## config.mk

```make
export PLATFORM = sky130hd
export DESIGN_NAME = uart_tx_arbiter
export DESIGN_NICKNAME = d
export VERILOG_FILES = /design/src/rtl/uart_tx_arbiter.sv
export SDC_FILE = /design/constraint.sdc
export NUM_CORES = 1
export LEC_CHECK = 0
export CAP_MARGIN = 30
export CORE_UTILIZATION = 35
export CTS_BUF_LIST = sky130_fd_sc_hd__clkbuf_4 sky130_fd_sc_hd__clkbuf_8 sky130_fd_sc_hd__clkbuf_16
export CTS_CLUSTER_DIAMETER = 80
export DETAILED_ROUTE_END_ITERATION = 10
export PLACE_DENSITY = 0.65
export SETUP_SLACK_MARGIN = 0.5
export SYNTH_ARGS = -nofsm -noshare
export SYNTH_HDL_FRONTEND = slang
export SYNTH_SLANG_ARGS = --single-unit
```

## constraint.sdc

```tcl
create_clock -name sys_clk -period 2.32 [get_ports sys_clk]
set_input_delay 0.232 -clock sys_clk [delete_from_list [all_inputs] [get_ports sys_clk]]
set_output_delay 0.232 -clock sys_clk [all_outputs]
set_load 0.02 [all_outputs]
```

## src/rtl/uart_tx_arbiter.sv

```systemverilog
// Round-robin arbiter that serialises four 16-bit request words onto a byte transmitter.
// Optional UART_ARB_ID_EN prefixes each word with a 0xA0|index header byte.
module uart_tx_arbiter #(
    parameter int BUSY_WAIT = 16
) (
    input  logic        sys_clk,
    input  logic        sys_rst,
    input  logic [3:0]  req,
    input  logic [63:0] req_data,
    output logic [3:0]  grant,
    output logic [3:0]  ack,
    output logic        arb_busy,
    output logic        uart_en,
    output logic [7:0]  uart_din,
    input  logic        uart_tx_busy
);
    typedef enum logic [2:0] {IDLE, ARB, ISSUE, WAIT_RISE, WAIT_FALL, DONE} state_t;

    localparam int TW = (BUSY_WAIT > 1) ? $clog2(BUSY_WAIT) : 1;

    state_t          state_q, state_d;
    logic [3:0]      grant_q, grant_d;
    logic [3:0]      ack_q, ack_d;
    logic            arb_busy_q, arb_busy_d;
    logic [7:0]      uart_din_q, uart_din_d;
    logic [15:0]     buf_q, buf_d;
    logic [1:0]      left_q, left_d;
    logic [TW-1:0]   timer_q, timer_d;
    logic [1:0]      rr_ptr_q, rr_ptr_d;
    logic [1:0]      sel_q, sel_d;

    logic            found;
    logic [1:0]      idx;
    logic [15:0]     word;

    always_comb begin
        state_d    = state_q;
        grant_d    = grant_q;
        ack_d      = '0;
        uart_din_d = uart_din_q;
        buf_d      = buf_q;
        left_d     = left_q;
        timer_d    = '0;
        rr_ptr_d   = rr_ptr_q;
        sel_d      = sel_q;
        found      = 1'b0;
        idx        = '0;
        word       = '0;

        case (state_q)
            IDLE: begin
                if (|req) state_d = ARB;
            end
            ARB: begin
                // rr_ptr_q names the requester with highest priority this round
                for (int unsigned i = 0; i < 4; i++) begin
                    idx = rr_ptr_q + 2'(i);
                    if (!found && req[idx]) begin
                        found = 1'b1;
                        sel_d = idx;
                    end
                end
                if (found) begin
                    grant_d = 4'b0001 << sel_d;
                    word    = req_data[{sel_d, 4'b0000} +: 16];
`ifdef UART_ARB_ID_EN
                    uart_din_d = 8'hA0 | {6'b000000, sel_d};
                    buf_d      = word;
                    left_d     = 2'd2;
`else
                    uart_din_d = word[7:0];
                    buf_d      = {8'h00, word[15:8]};
                    left_d     = 2'd1;
`endif
                    state_d = ISSUE;
                end else begin
                    state_d = IDLE;
                end
            end
            ISSUE: begin
                if (!uart_tx_busy) state_d = WAIT_RISE;
            end
            WAIT_RISE: begin
                if (uart_tx_busy || timer_q == TW'(BUSY_WAIT - 1)) begin
                    state_d = WAIT_FALL;
                end else begin
                    timer_d = timer_q + 1'b1;
                end
            end
            WAIT_FALL: begin
                if (!uart_tx_busy) begin
                    if (left_q == 2'd0) begin
                        ack_d   = grant_q;
                        grant_d = '0;
                        state_d = DONE;
                    end else begin
                        uart_din_d = buf_q[7:0];
                        buf_d      = {8'h00, buf_q[15:8]};
                        left_d     = left_q - 1'b1;
                        state_d    = ISSUE;
                    end
                end
            end
            DONE: begin
                rr_ptr_d = sel_q + 1'b1;
                state_d  = IDLE;
            end
            default: state_d = IDLE;
        endcase

        arb_busy_d = (state_d != IDLE);
    end

    always_ff @(posedge sys_clk) begin
        if (sys_rst) begin
            state_q    <= IDLE;
            grant_q    <= '0;
            ack_q      <= '0;
            arb_busy_q <= 1'b0;
            uart_din_q <= '0;
            buf_q      <= '0;
            left_q     <= '0;
            timer_q    <= '0;
            rr_ptr_q   <= '0;
            sel_q      <= '0;
        end else begin
            state_q    <= state_d;
            grant_q    <= grant_d;
            ack_q      <= ack_d;
            arb_busy_q <= arb_busy_d;
            uart_din_q <= uart_din_d;
            buf_q      <= buf_d;
            left_q     <= left_d;
            timer_q    <= timer_d;
            rr_ptr_q   <= rr_ptr_d;
            sel_q      <= sel_d;
        end
    end

    // uart_en must qualify on the live busy flag so the strobe only lands in a not-busy ISSUE cycle
    assign uart_en  = (state_q == ISSUE) && !uart_tx_busy;
    assign grant    = grant_q;
    assign ack      = ack_q;
    assign arb_busy = arb_busy_q;
    assign uart_din = uart_din_q;
endmodule

```

==> out/metrics.csv <==
metric;value;unit
gr usage total;0.219;
Worst VDD drop;0.201;mV
switching portion of total power;0.318;
initial antenna violation count;0;
Critical Path AT;2390;ps
largest family of logic cells by synthesized area;compound AO/OA/AOI/OAI gates;
FF+latch count, synth;38;
Synthesized Nets;376;
number of global-route vias before repair;2724;
sequential cell area;764;sq um
Syn Area/Cell;8.14;sq um
worst reg2reg startpoint;rr_ptr_q[0];
critical path type;flop to flop;
Combinational Power Share;0.372;
vias;2824;
Die Wd;85.9;um
starting DRC count in detailed routing;162;
Int Pwr;1360;uW
fin cells;522;
status;completed;
Synth Area in Compound Gates;0.321;
routed len/inst;15.3;um
WL met2;3.85;mm
GR Overflow Total;0;
length in cells of the worst reg-to-reg path;8;
Final Slew Violations;0;
Synth Warn #;0;
Seq/Total Area, Yosys;0.308;
net switching power;632;uW
Final min period;2190;ps
Synth Flop Type;dfxtp_1;
worst slew pin tran;621;ps
clock skew;6.21;ps
Crit. End Element;flop;
fmax;456;MHz
Die Y;85.9;um
post-layout instance area;4060;sq um
Netlist cell types;61;
max_cap viols;0;
Critical Path RT;2520;ps
Mapped Cells;303;
CTS Sinks;38;
highest metal used;met4;
RePlAce Congestion;0.908;
largest net degree at the start of global routing;19;
pwr/cell area;490;nW/um^2
R2R Path End;uart_din[6];
antenna cells;0;
WL met3;569;um
CP Max Fanout;5;
Total Wirelength;7.97;mm
share of post-route cells with drive strength above 1;0.242;
core area;6790;sq um
number of core rows;30;
first-pass GRT wire length;13.0;mm
HPWL after DPL;5.81;mm
P&R area growth vs syn;64.5;%
Hold Path Cell Cnt;1;
Final Hold Viols;0;
routed vias/inst;5.41;
Post-Synth Adder-Cell Area;0.0101;
Area contributors post-synth;dfxtp_1, mux2i_1, nor2_1, a21bo_2, a21oi_1;
post-synthesis simple-gate area fraction;0.215;
hold path endpoint;timer_q[0];
Async SR Flop Fraction;0;
placed cells;507;
Skew-Pair Late Insertion Delay;290;ps
fin crit share;0.945;
Filler Cell Count;607;
area of the die;7390;sq um
Residual DRC;0;
r2r setup slk;130;ps
crit path launch type;flop;
CTS H-Tree Depth;2;
Pleak;0.00152;uW
Synth Cell Area;2470;sq um
Power Total;1990;uW
number of synthesized flops with an enable pin;0;
Worst Hold Launch;timer_q[0];
area of the multi-input gates;1730;sq um
Final nets;498;
multiplexer share of the synthesized area;0.0695;
Post-Synth XOR/XNOR Area;0.0107;
leading area contributor after synthesis;dfxtp_1;
Clock power frac;0.244;
placed cell area;3720;sq um
antenna viol nets, final;0;
normalized max-slew margin;0.585;
Yosys top cell area share;0.308;
Hold/Removal Path Class;flop to flop;
met1 WL;3.40;mm
CTS Root Cell;clkbuf_8;
Final setup viols;0;
CTS tree;yes;
I/O Pins;89;
RSZ-0062 raised after global routing;true;
First-pass DRT Iterations;6;
Starting Density;0.363;
total CTS buffers;5;
Worst-path clk slew;70;ps
clk buf depth;2;
port bufs;88;
Sequential Power Share;0.384;
[worst max-delay path, stage by stage, from the launching register on]
cell      delay (ps)
dfxtp_2          360
mux2_2           330
a21oi_1          160
a221o_1          240
o21a_4           210
buf_6            120
o21ai_0           70
a211o_1          330
a311oi_2         270
[routing by layer]
metal / global-route usage / vias to the layer above
li1: - / 1369
met1: 0.286 / 1307
met2: 0.361 / 134
met3: 0.0491 / 14
met4: 0.0621 / 0
met5: 0 / -
[state kept, by name (all words and copies together) (netlist names)]
signal	cells
ack	4
arb_busy	1
buf_q	8
grant	4
left_q	2
rr_ptr_q	2
sel_q	2
state_q	3
timer_q	4
uart_din	8
[placed cells by master (no fill, tap or decap), drive strengths merged, types with 3 or more instances in the layout]
| cell | instances |
|---|---|
| clkbuf | 8 |
| mux2i | 16 |
| nand3 | 12 |
| a211oi | 9 |
| a211o | 8 |
| nor3 | 3 |
| a21boi | 7 |
| nand3b | 3 |
| o211ai | 9 |
| o21a | 3 |
| nor2b | 3 |
| nand2 | 20 |
| a2111oi | 4 |
| and2 | 5 |
| clkdlybuf4s50 | 83 |
| nor2 | 45 |
| a21oi | 16 |
| nor3b | 4 |
| dlygate4sd2 | 4 |
| a21bo | 8 |
| buf | 47 |
| nand2b | 3 |
| a31oi | 3 |
| inv | 8 |
| a311oi | 5 |
| o21ai | 13 |
| dfxtp | 38 |
[power by group through the flow]
| stage | clock network, uW | logic (uW) | registers (uW) |
|---|---|---|---|
| after CTS | 495 | 701 | 758 |
| after global placement | 0 | 649 | 768 |
| final | 486 | 740 | 764 |
| after global routing | 528 | 799 | 772 |
| after detailed placement | 0 | 654 | 769 |
| after floorplan | 0 | 330 | 785 |
[worst max-delay path by stage]
stage / end / slack [ps] / from
after global routing: uart_din[6] / 30 / rr_ptr_q[0]
after floorplan: uart_din[4] / 310 / req[3]
after CTS: uart_din[4] / 200 / rr_ptr_q[0]
after detailed placement: uart_din[0] / -360 / req[2]
final: uart_din[6] / 130 / rr_ptr_q[0]
after global placement: uart_din[3] / -330 / req[0]
[synth_stat cells, drive strengths merged (4+ instances only)]
master / n
buf: 12
o211ai: 9
a211oi: 9
a21bo: 8
a211o: 8
mux2i: 16
a21boi: 7
nand3: 12
a311oi: 5
a21oi: 16
a2111oi: 4
nand2: 20
and2: 5
nor3b: 4
dfxtp: 38
nor2: 43
o21ai: 13
inv: 8
clkbuf: 10
[kinds of logic (layout without fill, tap and decap cells)]
logic type	Yosys count	count (layout)
muxes	17	17
buffers and inverters	30	151
AOI/OAI and AO/OA	106	106
adders and majority gates	2	2
DFF	38	38
xor gates and xnor gates	3	3
and+or+nand+nor	107	109
[what timing repair did]
item	4_1_cts	5_1_grt
resized for setup	34	22
pin swaps	12	10
hold buffers	0	0
buffers inserted	2	2
cloned	2	1
setup endpoints to repair	26	23
[per-stage QoR]
| stage | hold WS, ps | utilization | TNS [ps] | setup WS (ps) |
|---|---|---|---|---|
| floorplan | 418 | - | 0 | 311 |
| global placement | 429 | 0.547 | -5540 | -329 |
| detailed placement | 446 | 0.547 | -6260 | -355 |
| CTS | 456 | 0.582 | 0 | 201 |
| global route | 481 | 0.597 | 0 | 29.1 |
| finish | 451 | 0.597 | 0 | 128 |
[layout make-up]
class / instances / area share
multi-input combinational: 237 / 0.428
timing repair buffer: 135 / 0.324
sequential: 38 / 0.188
tap: 96 / 0.0296
clock buffer: 7 / 0.0222
inverter: 8 / 0.00740
clock inverter: 1 / 0.00123
No activity file was read; power rests on OpenSTA's default activity.
